==> src/rtl/uart_tx_param.sv <==
// uart_tx_param: UART transmit engine with an integrated transmit FIFO and per-frame latched line settings.
// Define UART_TX_CTS_EN to add the cts_n flow-control input.
module uart_tx_param #(
    parameter int OVERSAMPLE = 16,
    parameter int MAX_DATA_W = 9,
    parameter int FIFO_DEPTH = 8,
    parameter int LW         = $clog2(FIFO_DEPTH + 1)
) (
    input  logic                  CLK,
    input  logic                  RSTn,
    input  logic                  baud_tick,
    input  logic                  cfg_en,
    input  logic [3:0]            cfg_word_len,
    input  logic                  cfg_parity_en,
    input  logic                  cfg_even,
    input  logic                  cfg_stick,
    input  logic                  cfg_stop2,
    input  logic                  cfg_break,
    input  logic                  wr_valid,
    input  logic [MAX_DATA_W-1:0] wr_data,
`ifdef UART_TX_CTS_EN
    input  logic                  cts_n,
`endif
    output logic                  wr_ready,
    output logic [LW-1:0]         fifo_level,
    output logic                  fifo_empty,
    output logic                  fifo_full,
    output logic                  tx_busy,
    output logic                  txd
);
    localparam int PW = $clog2(FIFO_DEPTH);
    localparam int CW = $clog2(OVERSAMPLE);

    typedef enum logic [2:0] {
        S_DISABLE, S_IDLE, S_BREAK, S_START, S_DATA, S_PARITY, S_STOP1, S_STOP2
    } state_t;

    logic [MAX_DATA_W-1:0] r_mem [FIFO_DEPTH];
    logic [PW-1:0]         r_wptr, r_rptr;
    logic [LW-1:0]         r_level;
    state_t                r_state, w_state;
    logic                  r_txd, w_txd;
    logic [CW-1:0]         r_tick, w_tick;
    logic [3:0]            r_bit, w_bit;
    logic                  r_par, w_par;
    logic [MAX_DATA_W-1:0] r_shift, w_shift;
    logic [3:0]            r_wl, w_wl;
    logic                  r_pen, r_even, r_stick, r_stop2;
    logic                  w_push, w_pop, w_bit_end, w_cts_ok;

`ifdef UART_TX_CTS_EN
    assign w_cts_ok = ~cts_n;
`else
    assign w_cts_ok = 1'b1;
`endif

    assign fifo_level = r_level;
    assign fifo_empty = (r_level == '0);
    assign fifo_full  = (r_level == LW'(FIFO_DEPTH));
    assign wr_ready   = ~fifo_full;
    assign w_push     = wr_valid && !fifo_full;
    assign tx_busy    = r_state inside {S_START, S_DATA, S_PARITY, S_STOP1, S_STOP2};
    assign txd        = r_txd;
    assign w_bit_end  = baud_tick && (r_tick == CW'(OVERSAMPLE - 1));
    assign w_wl       = (cfg_word_len < 4'd5) ? 4'd5 :
                        (cfg_word_len > 4'(MAX_DATA_W)) ? 4'(MAX_DATA_W) : cfg_word_len;

    always_ff @(posedge CLK) begin
        if (w_push)
            r_mem[r_wptr] <= wr_data;
    end

    always_ff @(posedge CLK) begin
        if (!RSTn) begin
            r_wptr  <= '0;
            r_rptr  <= '0;
            r_level <= '0;
        end else begin
            if (w_push)
                r_wptr <= r_wptr + 1'b1;
            if (w_pop)
                r_rptr <= r_rptr + 1'b1;
            r_level <= r_level + LW'(w_push) - LW'(w_pop);
        end
    end

    always_ff @(posedge CLK) begin
        if (!RSTn) begin
            r_state <= S_IDLE;
            r_txd   <= 1'b1;
            r_tick  <= '0;
            r_bit   <= '0;
            r_par   <= 1'b0;
        end else begin
            r_state <= w_state;
            r_txd   <= w_txd;
            r_tick  <= w_tick;
            r_bit   <= w_bit;
            r_par   <= w_par;
        end
    end

    // Frame shadow: the popped word and line settings stay fixed for the whole frame
    always_ff @(posedge CLK) begin
        r_shift <= w_pop ? r_mem[r_rptr] : w_shift;
        if (w_pop) begin
            r_wl    <= w_wl;
            r_pen   <= cfg_parity_en;
            r_even  <= cfg_even;
            r_stick <= cfg_stick;
            r_stop2 <= cfg_stop2;
        end
    end

    always_comb begin
        w_state = r_state;
        w_txd   = r_txd;
        w_tick  = r_tick;
        w_bit   = r_bit;
        w_par   = r_par;
        w_shift = r_shift;
        w_pop   = 1'b0;
        if (baud_tick && tx_busy)
            w_tick = w_bit_end ? '0 : r_tick + 1'b1;
        case (r_state)
            S_DISABLE: begin
                w_txd = 1'b1;
                if (cfg_en)
                    w_state = S_IDLE;
            end
            S_IDLE: begin
                if (!cfg_en) begin
                    w_state = S_DISABLE;
                end else if (cfg_break) begin
                    w_state = S_BREAK;
                    w_txd   = 1'b0;
                end else if (!fifo_empty && baud_tick && w_cts_ok) begin
                    w_state = S_START;
                    w_txd   = 1'b0;
                    w_pop   = 1'b1;
                    w_tick  = '0;
                    w_bit   = '0;
                    w_par   = 1'b0;
                end
            end
            S_BREAK: begin
                w_txd = 1'b0;
                if (!cfg_break) begin
                    w_state = S_IDLE;
                    w_txd   = 1'b1;
                end
            end
            S_START: begin
                if (w_bit_end) begin
                    w_state = S_DATA;
                    w_txd   = r_shift[0];
                    w_par   = r_par ^ r_shift[0];
                    w_shift = r_shift >> 1;
                end
            end
            S_DATA: begin
                if (w_bit_end) begin
                    if (r_bit == r_wl - 4'd1) begin
                        w_state = r_pen ? S_PARITY : S_STOP1;
                        w_txd   = r_pen ? (r_stick ? ~r_even : r_par ^ ~r_even) : 1'b1;
                    end else begin
                        w_bit   = r_bit + 4'd1;
                        w_txd   = r_shift[0];
                        w_par   = r_par ^ r_shift[0];
                        w_shift = r_shift >> 1;
                    end
                end
            end
            S_PARITY: begin
                if (w_bit_end) begin
                    w_state = S_STOP1;
                    w_txd   = 1'b1;
                end
            end
            S_STOP1: begin
                w_txd = 1'b1;
                if (w_bit_end)
                    w_state = r_stop2 ? S_STOP2 : S_IDLE;
            end
            S_STOP2: begin
                w_txd = 1'b1;
                if (w_bit_end)
                    w_state = S_IDLE;
            end
            default: begin
                w_state = S_IDLE;
                w_txd   = 1'b1;
            end
        endcase
    end
endmodule

==> config.mk <==
export PLATFORM = sky130hd
export DESIGN_NAME = uart_tx_param
export DESIGN_NICKNAME = d
export VERILOG_FILES = /design/src/rtl/uart_tx_param.sv
export SDC_FILE = /design/constraint.sdc
export NUM_CORES = 1
export LEC_CHECK = 0
export ABC_AREA = 1
export CORE_ASPECT_RATIO = 0.75
export CORE_UTILIZATION = 48
export CTS_CLUSTER_SIZE = 12
export DETAILED_ROUTE_END_ITERATION = 10
export DONT_BUFFER_PORTS = 1
export PLACE_DENSITY = 0.72
export SLEW_MARGIN = 20
export SYNTH_ARGS = -nofsm -noshare
export SYNTH_HDL_FRONTEND = slang
export SYNTH_SLANG_ARGS = --single-unit
==> constraint.sdc <==
create_clock -name CLK -period 3.75 [get_ports CLK]
set_clock_uncertainty 0.2 [all_clocks]
set_input_delay 0.5625 -clock CLK [delete_from_list [all_inputs] [get_ports CLK]]
set_output_delay 0.5625 -clock CLK [all_outputs]
set_load 0.05 [all_outputs]
==> results.json <==
{
  "crit_required_ns": 3.85,
  "dpl.hpwl_um": 7100,
  "hold_class": "input pin to register",
  "cp_data_arrival_time_ns": 3.06,
  "use_met2_pct": 33.1,
  "synth_fp_nets": 540,
  "use_met3_pct": 7.96,
  "grt_usage_pct": 21.8,
  "crit_slowest_cell": "nand2_1",
  "cts_setup_buffers": 0,
  "yosysTopAreaCell": "edfxtp_1",
  "r2r-start": "fifo_level[2]",
  "synth-main-ff-cell": "edfxtp_1",
  "critPathLaunch": "fifo_level[2]",
  "cts_root_buf": "clkbuf_16",
  "relSlewSlack_pct": 55.3,
  "synth_area_per_cell_um2": 10.2,
  "synth-edff-count": 89,
  "p_seq_share_pct": 38.3,
  "drc": 0,
  "die_h_um": 91.8,
  "cts_sinks": 115,
  "startpoint_type": "register",
  "rrSetupSlack_ns": 0.80,
  "vias": 3689,
  "path_class": "register to register",
  "cts-resized-gates": 0,
  "whs_ns": 0.0343,
  "num_rows": 32,
  "yosysSeqAreaShare_pct": 61.9,
  "grt_use_met1_pct": 27.9,
  "initial_core_util_pct": 49.8,
  "drtAntennaViolNets": 0,
  "synth_async_sr_flop_share_pct": 0,
  "finalHoldViolCount": 0,
  "reg2reg_depth": 12,
  "drv_slew": 0,
  "cp_num_cells": 12,
  "drive_gt1_share_pct": 12.1,
  "htreeDepth": 4,
  "min_period_over_period_pct": 78.8,
  "crit_fanout": 6,
  "syn2layout_area_growth_pct": 15.5,
  "min_period_ns": 2.96,
  "setup_tns_ns": 0,
  "ys_seq_elements": 115,
  "clk_pin_slew_ns": 0.06,
  "status": "finished clean",
  "synthTopCellsByArea": "edfxtp_1 (52%), dfxtp_1 (10%), nor2_1 (7.5%)",
  "critPathCaptureType": "register",
  "ys_types": 38,
  "dr.pass1.iters": 5,
  "die-area_um2": 11200,
  "yosys_warnings": 0,
  "grt_pass1_vias": 3600,
  "grt_max_degree": 37,
  "drt_wl_total_um": 11200,
  "p_int_mw": 2.88,
  "syn_inst": 505,
  "ios": 32,
  "drt_iter0_drc": 336,
  "p_total_mw": 4.28,
  "hp-start": "RSTn",
  "numCtsBuffers": 17,
  "fin_nets": 559,
  "reg2reg_to": "fifo_level[2]",
  "synth_common_cells": "nor2_1 (103), edfxtp_1 (89), nand2_1 (67)",
  "cts_buffer_depth": 2,
  "io_buffers": 0,
  "grt_overflow": 0,
  "cp-endpoint": "fifo_level[2]",
  "die_x_um": 122,
  "viasPerCell": 5.48,
  "maxCapViolCount": 0,
  "ir_drop_v": 0.000445,
  "path_cells": "buf_4, inv_1, ha_1, nand2_1, nand2_1, ha_1, inv_1, ha_1, inv_1, fa_1, o21ai_0, a21oi_1",
  "p_sw_share_pct": 32.7,
  "fin_cells": 673,
  "holdPathStages": 1,
  "tightest_slew_ns": 0.669,
  "path_buf_inv": 4,
  "cts_tree": "built",
  "power_switching_mw": 1.40,
  "powerDensity_nw_per_um2": 718,
  "rsz0062_at_grt": "false",
  "yosysMostFrequentCell": "nor2_1",
  "synth_top_area_share_pct": 51.8,
  "gr-max-usage-layer": "met2",
  "p_comb_share_pct": 23.3,
  "finalWeightedCongestion": 0.900,
  "finalSetupViolCount": 0,
  "wire_per_inst_um": 16.7,
  "syn_area_um2": 5160,
  "clock_latency_ns": 0.41,
  "core_area_um2": 10400,
  "place_inst": 641,
  "power.leakage_nw": 2.32,
  "antenna_found_initial": 0,
  "n_fill_cell": 846,
  "clock.fmax_ghz": 0.338,
  "cpLargestDelayFamily": "adder cells",
  "diodes": 0,
  "clkPwrFrac_pct": 38.3,
  "cpPeakStageDelay_ns": 0.39,
  "holdBufCountCts": 0,
  "grt_pass1_wl_um": 17800
}
==> cell type report <==
cell class / instances / area, um^2 / share of cell area [%]
clock buffers: 17 / 425 / 7.13
clock inverters: 15 / 180 / 3.02
inverters: 47 / 184 / 3.08
multi-input cells: 327 / 1690 / 28.4
flip-flops and latches: 115 / 3190 / 53.5
well taps: 136 / 170 / 2.85
repair buffers: 16 / 120 / 2.01
==> layout by cell type (no fill, tap or decap), types with 5 or more instances in the layout <==
cell type,count
nand3_1,24
clkbuf_16,17
dfxtp_1,26
edfxtp_1,89
inv_1,41
nor2_1,103
buf_4,16
nand2_1,67
o32ai_1,10
o21ai_1,5
a21oi_1,17
o21ai_0,53
ha_1,11
nand4_1,7
==> sequential cells by signal (all words and copies together) (netlist names), 3 cells and up, named ones only <==
name	flops
r_bit	4
r_tick	4
r_rptr	3
r_mem	72
r_wl	4
r_shift	9
r_wptr	3
fifo_level	4
r_state	3
==> per-stage QoR <==
step	instance area, um^2	util, %	setup WS [ns]
5_1_grt	5960	57.5	0.580
3_3_place_gp	5360	51.7	0.853
2_1_floorplan	5160	-	0.738
4_1_cts	5960	57.5	0.770
3_5_place_dp	5360	51.7	0.766
6_report	5960	57.5	0.795
==> kinds of logic (layout without fill, tap and decap cells) <==
logic type | Yosys count | after routing | share of synthesized area [%]
AOI/OAI and AO/OA | 90 | 90 | 9.72
DFF | 115 | 115 | 61.9
adders and majority gates | 12 | 12 | 3.05
xor gates and xnor gates | 5 | 5 | 0.848
buffers and inverters | 63 | 95 | 5.38
and+or+nand+nor | 220 | 220 | 19.1
==> worst min path at each step <==
stage / slack (ns) / end
final: 0.03 / r_state[0]
after global placement: 0.25 / r_rptr[2]
after global routing: 0.02 / r_mem[5][8]
after CTS: 0.03 / r_state[0]
after floorplan: 0.23 / register
after detailed placement: 0.26 / register
==> layer usage <==
| metal | vias up | wire (um) |
|---|---|---|
| met5 | - | 0 |
| met4 | 0 | 181 |
| met3 | 23 | 1040 |
| met2 | 160 | 5300 |
| met1 | 1729 | 4710 |
| li1 | 1777 | - |
==> power groups by stage <==
stage	sequential [mW]	combinational [mW]	clock [mW]
global route	1.65	1.11	1.72
global placement	1.66	0.961	0
finish	1.64	0.999	1.64
CTS	1.64	0.999	1.66
detailed placement	1.67	0.988	0
floorplan	1.70	0.728	0
Note: power is estimated with default switching activity, not from simulation.
